### src/rtl/level_tick_gen_pkg.sv
// level_tick_gen_pkg: shared level width, default divisors and level encodings for the tick path
package level_tick_gen_pkg;
  localparam int P_LEVEL = 2;
  localparam int DIV1 = 50_000_000;
  localparam int DIV2 = 25_000_000;
  localparam int DIV3 = 12_500_000;
  localparam int DIV4 = 6_250_000;
  typedef enum logic [P_LEVEL-1:0] {
    LVL_SLOW  = 2'd0,
    LVL_MED   = 2'd1,
    LVL_QUICK = 2'd2,
    LVL_FAST  = 2'd3
  } level_t;
endpackage

### src/rtl/level_tick_gen_tick_divider.sv
// tick_divider: one-cycle tick every DIV cycles; restart reloads the count without dropping a pending tick
// ports: clk, reset (sync, active-high), restart (counter to 0), tick (registered strobe)
module tick_divider #(
  parameter int DIV = 2
) (
  input  logic clk,
  input  logic reset,
  input  logic restart,
  output logic tick
);
  localparam int W = $clog2(DIV);
  localparam logic [W-1:0] LAST = W'(DIV - 1);
  logic [W-1:0] cnt;
  always_ff @(posedge clk) begin
    if (reset) begin
      cnt  <= '0;
      tick <= 1'b0;
    end else begin
      tick <= cnt == LAST;
      cnt  <= (restart || cnt == LAST) ? '0 : cnt + 1'b1;
    end
  end
endmodule

### src/rtl/level_tick_gen.sv
// level_tick_gen: level register with edge-triggered advance/clear plus four speed strobes cl1..cl4
// ports: clk, reset (sync, active-high), level_up (rising edge advances), level_clr (back to level 0, wins),
//        level (registered), cl1..cl4 (one-cycle strobes every DIVn cycles), level_chg (pulse on level change)
// build option: define LEVEL_WRAP_EN to wrap level 3 -> 0 instead of saturating
module level_tick_gen
  import level_tick_gen_pkg::*;
#(
  parameter int P_LEVEL = level_tick_gen_pkg::P_LEVEL,
  parameter int DIV1 = level_tick_gen_pkg::DIV1,
  parameter int DIV2 = level_tick_gen_pkg::DIV2,
  parameter int DIV3 = level_tick_gen_pkg::DIV3,
  parameter int DIV4 = level_tick_gen_pkg::DIV4
) (
  input  logic               clk,
  input  logic               reset,
  input  logic               level_up,
  input  logic               level_clr,
  output logic [P_LEVEL-1:0] level,
  output logic               cl1,
  output logic               cl2,
  output logic               cl3,
  output logic               cl4,
  output logic               level_chg
);
`ifdef LEVEL_WRAP_EN
  localparam logic WRAP = 1'b1;
`else
  localparam logic WRAP = 1'b0;
`endif
  logic               up_q;
  logic               up_rise;
  logic               chg;
  logic [P_LEVEL-1:0] next_level;
  always_comb begin
    up_rise    = level_up & ~up_q;
    next_level = level_clr ? P_LEVEL'(LVL_SLOW) :
                 !up_rise ? level :
                 level != P_LEVEL'(LVL_FAST) ? level + P_LEVEL'(1) :
                 WRAP ? P_LEVEL'(LVL_SLOW) : level;
    chg        = next_level != level;
  end
  // up_q always follows level_up, so an edge swallowed by a clear is still consumed
  always_ff @(posedge clk) begin
    if (reset) begin
      up_q      <= 1'b0;
      level     <= P_LEVEL'(LVL_SLOW);
      level_chg <= 1'b0;
    end else begin
      up_q      <= level_up;
      level     <= next_level;
      level_chg <= chg;
    end
  end
  // dividers reload on the same edge that loads the new level
  tick_divider #(.DIV(DIV1)) u_div1 (.clk(clk), .reset(reset), .restart(chg), .tick(cl1));
  tick_divider #(.DIV(DIV2)) u_div2 (.clk(clk), .reset(reset), .restart(chg), .tick(cl2));
  tick_divider #(.DIV(DIV3)) u_div3 (.clk(clk), .reset(reset), .restart(chg), .tick(cl3));
  tick_divider #(.DIV(DIV4)) u_div4 (.clk(clk), .reset(reset), .restart(chg), .tick(cl4));
endmodule

### config.mk
export PLATFORM = sky130hd
export DESIGN_NAME = level_tick_gen
export DESIGN_NICKNAME = d
export VERILOG_FILES = /design/src/rtl/level_tick_gen_pkg.sv /design/src/rtl/level_tick_gen_tick_divider.sv /design/src/rtl/level_tick_gen.sv
export SDC_FILE = /design/constraint.sdc
export NUM_CORES = 1
export LEC_CHECK = 0
export CORE_MARGIN = 2
export CORE_UTILIZATION = 45
export DETAILED_ROUTE_END_ITERATION = 16
export SETUP_SLACK_MARGIN = 0.5
export SLEW_MARGIN = 20
export SYNTH_ARGS = -nofsm -noshare
export SYNTH_HDL_FRONTEND = slang
export SYNTH_SLANG_ARGS = --single-unit
### constraint.sdc
create_clock -name clk -period 3.64 [get_ports clk]
set_input_delay 0.728 -clock clk [delete_from_list [all_inputs] [get_ports clk]]
set_output_delay 0.728 -clock clk [all_outputs]
set_load 0.1 [all_outputs]
==> parameters.txt, run 1 <==
Parameter                              Value

Synth
  Post-synthesis share of cell area spent on full adders, half adders and majority gates    1.04%
  Synth top area share    44.3%
  Main combinational cell family by area after synthesis    simple AND/OR/NAND/NOR gates
  Top flip-flop cell by instance count after synthesis    dfxtp_1
  Share of the synthesized area in compound gates (AO/OA/AOI/OAI)    10.4%
  Total standard cell area after synthesis    0.00479 mm²
  Register bit count reported by yosys    106
  Post-synth ARST share    0%
  Syn_area_per_cell    8.63 µm²
  Yosys warns    0
  Unique cell type count in the Yosys netlist    39
  Post-synth EDFFs    0
  Xor/xnor share of the synthesized area    9.69%
  Synthesized instance count    555
  Number of nets produced by synthesis    563
  Cell type contributing the most total cell area after synthesis    dfxtp_1
  Share of synthesized area occupied by flip-flops and latches    44.3%
  Top area cells in the synthesized netlist    dfxtp_1 44%, xnor2_1 5.5%, nor2_1 5.0%
  Share of synthesized area spent on multiplexers    0%
  Post-synthesis share of cell area spent on and, or, nand and nor gates    31.2%

Route
  Final routed DRC violation total    0
  Iteration-0 DRC Markers    213
  Total wire length after detailed routing    9480 µm
  Met3 WL    242 µm
  Metal2 WL    4350 µm
  Average wire per cell in the routed design    13.5 µm
  Pre-Repair DR Iteration Count    5
  DRT antenna net count    0
  Routed vias/inst    5.59
  Via count    3916
  Top routing layer used    met4
  Routed metal-1 wirelength    4800 µm

Worst setup path
  Endpoint kind of the worst setup timing path    output pin
  Slowest-stage cell, CP    clkdlybuf4s50_1
  Category of the worst setup path launch point    flip-flop
  Highest net fanout along the worst path    5
  Largest delay contributor family on the critical path    buffers and inverters
  CP Depth    1
  R2R cell count    5
  Worst stage delay on the critical path    1170 ps
  CP Data Arrival Time    1960 ps
  Buffering stage count on the worst path with inverters included    1
  WP data required    2910 ps
  Worst path cell trace    clkdlybuf4s50_1
  Worst Setup Path Type    reg -> out

STA
  Worst Tran Pin Value    970 ps
  Final setup violation count    0
  Rel. slew slack    35.1%
  Number of slew-limit violations in the final report    0
  Setup tns final    0 ps
  Tmin final    2690 ps
  Clock Skews    8.19 ps
  Hold violation count in the final report    0
  Maximum clock frequency    372 MHz
  Fin crit share    73.9%
  Unrepaired setup endpoints after global routing    no

CTS
  Clock H-tree levels    3
  Later-pin clock latency in the skew report    370 ps
  CTS tree    done
  Hold buffer count at CTS    0
  Sinks on the clock net    106
  Clock transition at the registers of the reported paths    100 ps
  Quantity of gates resized following cts    0
  Max clock buf depth    2
  CTS Root Cell    clkbuf_8
  Post-CTS setup repair buffer count    0
  Inserted Clock Buffers    9

Place
  Gp weighted congestion    0.762
  DP Wirelength    6530 µm
  Number of buffer cells added on primary ports    10
  Placed instance count    685

Finish
  Inserted Diodes    0
  Filler Cells Inserted    1002
  Multi-input gate area in the final layout    0.00252 mm²
  Fraction of layout instances using a drive strength above 1    6.73%
  Commonest cells after routing, fill and taps aside    106 x dfxtp_1, 64 x nor2_1, 36 x a21oi_1, 33 x nand3_1, 32 x nand4_1
  Most frequent standard cell in the layout excluding fill and tap cells    dfxtp_1
  Post-synthesis to final-layout area growth    8.80%
  Post-layout nets    568
  Footprint of the flip-flops and latches    0.00212 mm²
  Filler-free cell count of the finished design    701

Power and ir drop
  Power per Cell Area    374 mW/mm²
  Highest ir drop seen on vdd    209 µV
  Leak    0.00158 µW

Floorplan
  Initial Util    46.4%
  Core ar.    0.0103 mm²
  Die W    107 µm
  Top-level port count    11
  Full die area    0.0115 mm²
  Die height    107 µm
  Number of rows in the core area    37

Global route
  Total gr overflow    0
  Global-route wire length before repair    16600 µm
  Gr usage total    17.7%
  Initial antenna violation count    0
  Via count of the first global-routing pass    3666
  Pin count of the biggest net entering global routing    26

Hold path
  Kind of path behind the tightest hold check    reg -> reg
  Hold Path Cell Cnt    1

Status
  Result of the run    finished, final reports clean

Run
  Reported max-cap violation count    0
==> power breakdown <==
group          internal (µW)  switching [µW]
clock network            276             417
logic                   22.9            50.6
registers               1170            11.1
total                   1470             478
==> per-stage QoR <==
stage	util [%]	total power [µW]	area, µm²	worst slack (ps)	hold slack [ps]
floorplan	-	1260	4790	1270	413
global placement	48.7	1280	5030	1290	423
detailed placement	48.7	1280	5030	1240	433
CTS	50.5	1980	5210	940	450
global route	50.5	2030	5210	892	485
finish	50.5	1950	5210	951	448
==> metal layers <==
layer,up-vias,GRT usage (%)
met5,-,0
met3,5,3.95
met1,1841,23.0
met2,34,29.3
li1,2036,-
met4,0,5.47
==> layout make-up <==
type / instances / share of cell area (%)
Multi-Input combinational cell: 407 / 48.3
Sequential cell: 106 / 40.7
Tap cell: 136 / 3.26
Timing Repair Buffer: 16 / 2.74
Clock buffer: 10 / 2.64
Inverter: 20 / 1.44
Clock inverter: 6 / 0.936
==> worst paths after layout <==
check	from	end	slack [ps]
setup / recovery	level[1]$_SDFF_PP0_	level[1]	950
hold / removal	u_div1.cnt[0]$_SDFF_PP0_	u_div1.cnt[0]$_SDFF_PP0_	450
setup reg to reg	u_div2.cnt[0]$_SDFF_PP0_	u_div2.cnt[22]$_SDFF_PP0_	1380
hold reg to reg	u_div1.cnt[0]$_SDFF_PP0_	u_div1.cnt[0]$_SDFF_PP0_	450
==> cells by family (layout without fill, tap and decap cells) <==
family	after synthesis	after routing
XOR/XNOR	53	53
buffers and inverters	42	52
flip-flops	106	106
adder cells (fa/ha/maj)	4	4
AND/OR/NAND/NOR	267	267
AO/OA/AOI/OAI	83	83
==> Yosys cell counts, types with 2 or more instances <==
cell / instances
nor2_1: 64
dfxtp_1: 106
nor3_1: 9
a21oi_1: 36
and2_1: 7
o31ai_1: 17
clkbuf_1: 18
a21oi_2: 2
xor2_1: 23
nor2b_1: 4
or4_1: 16
ha_1: 4
a31o_2: 4
o21ai_0: 18
and3_1: 13
buf_2: 4
or4_4: 2
xnor2_1: 30
or3_1: 17
inv_1: 20
nand2_1: 28
nand4_1: 32
nand3_1: 33
and4_1: 13
nor4_1: 19
nor4bb_1: 3
==> registers in the layout, summed over array words and instances (netlist names) <==
name and count:
u_div1.cnt 26, u_div3.tick 1, level 2, u_div2.cnt 25, u_div4.cnt 23, u_div2.tick 1
u_div4.tick 1, u_div1.tick 1, up_q 1, u_div3.cnt 24, level_chg 1
Power figures use the tool's default switching activity.
==> inputs of run 2 (changes only) <==
- clock period: 3.64 -> 2.6 ns (I/O delays scaled with it)
==> parameters.txt, run 2 (same netlist as run 1, synthesis figures left out) <==
Parameter                              Value

Status
  Result of the run    finished, final reports clean

Finish
  Biggest register    u_div1.cnt
  Final Util    51.3% (+0.75 points)
  Post-synthesis to final-layout area growth    10.4%
  Filler Cells Inserted    982 (-2.0%)
  Footprint of the flip-flops and latches    0.00213 mm² (+0.18%)
  Multi-input gate area in the final layout    0.00255 mm² (+1.4%)
  Fraction of layout instances using a drive strength above 1    10.5% (+3.8 points)
  Biggest registers after layout    u_div1.cnt: 26 flops, u_div2.cnt: 25 flops, u_div3.cnt: 24 flops
  Post-layout nets    574 (+1.1%)
  Most frequent standard cell in the layout excluding fill and tap cells    dfxtp_1
  Inserted Diodes    0 (unchanged)
  Commonest cells after routing, fill and taps aside    103 x dfxtp_1, 64 x nor2_1, 36 x a21oi_1, 32 x nand3_1, 32 x nand4_1
  Max reg flops    26 (unchanged)

STA
  Rel. slew slack    61.3% (+26 points)
  Unrepaired setup endpoints after global routing    no
  Worst Tran Pin Value    576 ps (-395 ps)
  Final setup violation count    0 (unchanged)
  Maximum clock frequency    498 MHz
  Hold violation count in the final report    0 (unchanged)
  Clock Skews    15.0 ps (+6.78 ps)
  Worst hold slack across all endpoints    451 ps (+2.48 ps)
  Setup tns final    0 ps (unchanged)
  Number of slew-limit violations in the final report    0 (unchanged)
  Tmin final    2010 ps
  Post-route setup slack    591 ps (-360 ps)
  Fin crit share    77.3%

Worst setup path
  Worst r2r src    u_div4.cnt[0]$_SDFF_PP0_
  Reg-to-reg setup timing slack    590 ps (-790 ps)
  Category of the worst setup path launch point    flip-flop
  Endpoint kind of the worst setup timing path    flip-flop
  Worst path cell trace    ha_2 -> nand3_1 -> or4b_4 -> o31ai_4 -> buf_6 -> nor2_1
  Critical Path Start    u_div4.cnt[0]$_SDFF_PP0_
  Termination of the worst setup path    u_div4.cnt[9]$_SDFF_PP0_
  Reg-to-reg critical path endpoint    u_div4.cnt[9]$_SDFF_PP0_
  Worst Setup Path Type    reg -> reg
  WP data required    2880 ps (-30 ps)
  Slowest-stage cell, CP    or4b_4
  CP Depth    6 (+5)
  CP Data Arrival Time    2290 ps (+330 ps)
  R2R cell count    6 (+1)
  Worst stage delay on the critical path    570 ps (-600 ps)
  Buffering stage count on the worst path with inverters included    1 (unchanged)
  Largest delay contributor family on the critical path    simple AND/OR/NAND/NOR gates
  Highest net fanout along the worst path    12 (+7)

Route
  Final routed DRC violation total    0 (unchanged)
  Iteration-0 DRC Markers    173 (-19%)
  Average wire per cell in the routed design    13.5 µm (about the same)
  Pre-Repair DR Iteration Count    4 (-1)
  DRT antenna net count    0 (unchanged)
  Total wire length after detailed routing    9550 µm (+0.78%)
  Routed vias/inst    5.63 (+0.75%)
  Via count    3979 (+1.6%)

Run
  Reported max-cap violation count    0 (unchanged)

Place
  Gp weighted congestion    0.776 (+1.9%)
  Post-placement setup slack    285 ps (-953 ps)
  Number of buffer cells added on primary ports    10 (unchanged)
  DP Wirelength    6430 µm (-1.5%)

Global route
  Pin count of the biggest net entering global routing    26 (unchanged)
  Gr usage total    17.4% (-0.37 points)
  Total gr overflow    0 (unchanged)
  Via count of the first global-routing pass    3564 (-2.8%)
  Initial antenna violation count    0 (unchanged)
  Global-route wire length before repair    16300 µm (-2.1%)

Power and ir drop
  Highest ir drop seen on vdd    417 µV (+99%)
  Power per Cell Area    519 mW/mm² (+39%)
  Total power    2740 µW (+41%)
  Leak    0.00162 µW (+2.2%)

Floorplan
  Die height    107 µm (unchanged)
  Die W    107 µm (unchanged)
  Core ar.    0.0103 mm² (unchanged)
  Full die area    0.0115 mm² (unchanged)
  Number of rows in the core area    37 (unchanged)
  Top-level port count    11 (unchanged)
  Initial Util    46.4% (unchanged)

CTS
  Hold buffer count at CTS    0 (unchanged)
  Inserted Clock Buffers    9 (unchanged)
  CTS Root Cell    clkbuf_8
  Clock H-tree levels    3 (unchanged)
  Clock transition at the registers of the reported paths    110 ps (about the same)
  Later-pin clock latency in the skew report    380 ps (about the same)
  Max clock buf depth    2 (unchanged)
  Sinks on the clock net    106 (unchanged)
  CTS tree    done

Hold path
  Startpoint of the worst hold path    u_div1.cnt[0]$_SDFF_PP0_
  Kind of path behind the tightest hold check    reg -> reg
==> run 2: changes by cell type in the layout (fill, tap and decap cells not counted), sizes merged <==
cell / change
buf: +12
clkdlybuf4s50: -6
clkinvlp: +3
clkinv: -2
clkbuf: -1
==> run 2: worst reg2reg max path, cell delays in order, from the launching register on <==
cell and delay, ps:
dfxtp_1 410, ha_2 240, nand3_1 130, or4b_4 570, o31ai_4 310, buf_6 200, nor2_1 60
==> run 2: worst min-delay path by stage <==
stage                               end  cells after the start  slack, ps
4_1_cts        u_div2.cnt[0]$_SDFF_PP0_                      1        450
3_3_place_gp   u_div1.cnt[0]$_SDFF_PP0_                      1        430
6_report       u_div1.cnt[0]$_SDFF_PP0_                      1        450
2_1_floorplan  u_div1.cnt[0]$_SDFF_PP0_                      1        410
3_5_place_dp   u_div1.cnt[0]$_SDFF_PP0_                      1        440
5_1_grt        u_div1.cnt[0]$_SDFF_PP0_                      1        480
==> run 2: metrics by stage <==
stage / cells / area, µm²
4_1_cts: 704 / 5230
3_5_place_dp: 688 / 5040
3_3_place_gp: 688 / 5040
6_report: 707 / 5290
5_1_grt: 707 / 5290
2_1_floorplan: 555 / 4790
==> run 2: per-layer routing <==
| metal | vias to the layer above | share of wire, % | track usage, % |
|---|---|---|---|
| met5 | - | 0 | 0 |
| met4 | 0 | 0.55 | 4.73 |
| met3 | 6 | 3.2 | 4.92 |
| met2 | 53 | 48 | 28.3 |
| met1 | 1882 | 48 | 22.5 |
| li1 | 2038 | - | - |
==> run 2: layout make-up <==
cell class	instances	area share, %
Clock inverter	7	1.18
Tap cell	136	3.22
Timing Repair Buffer	22	3.41
Inverter	20	1.42
Multi-Input combinational cell	407	48.3
Clock buffer	9	2.34
Sequential cell	106	40.2
==> run 2: power breakdown <==
part           switching (µW)  internal [µW]  leakage, µW  total (µW)
Clock                     606            366    0.0000859         973
Combinational            75.1           40.8     0.000674         116
Sequential               15.6           1640     0.000857        1660
Total                     697           2050      0.00162        2740
==> run 2: repair_timing <==
| action | 4_1_cts | 5_1_grt |
|---|---|---|
| pin swaps | 0 | 2 |
| setup buffers | 0 | 2 |
| endpoints found under the setup margin | 2 | 35 |
| cloned | 0 | 1 |
| resized for setup | 2 | 11 |
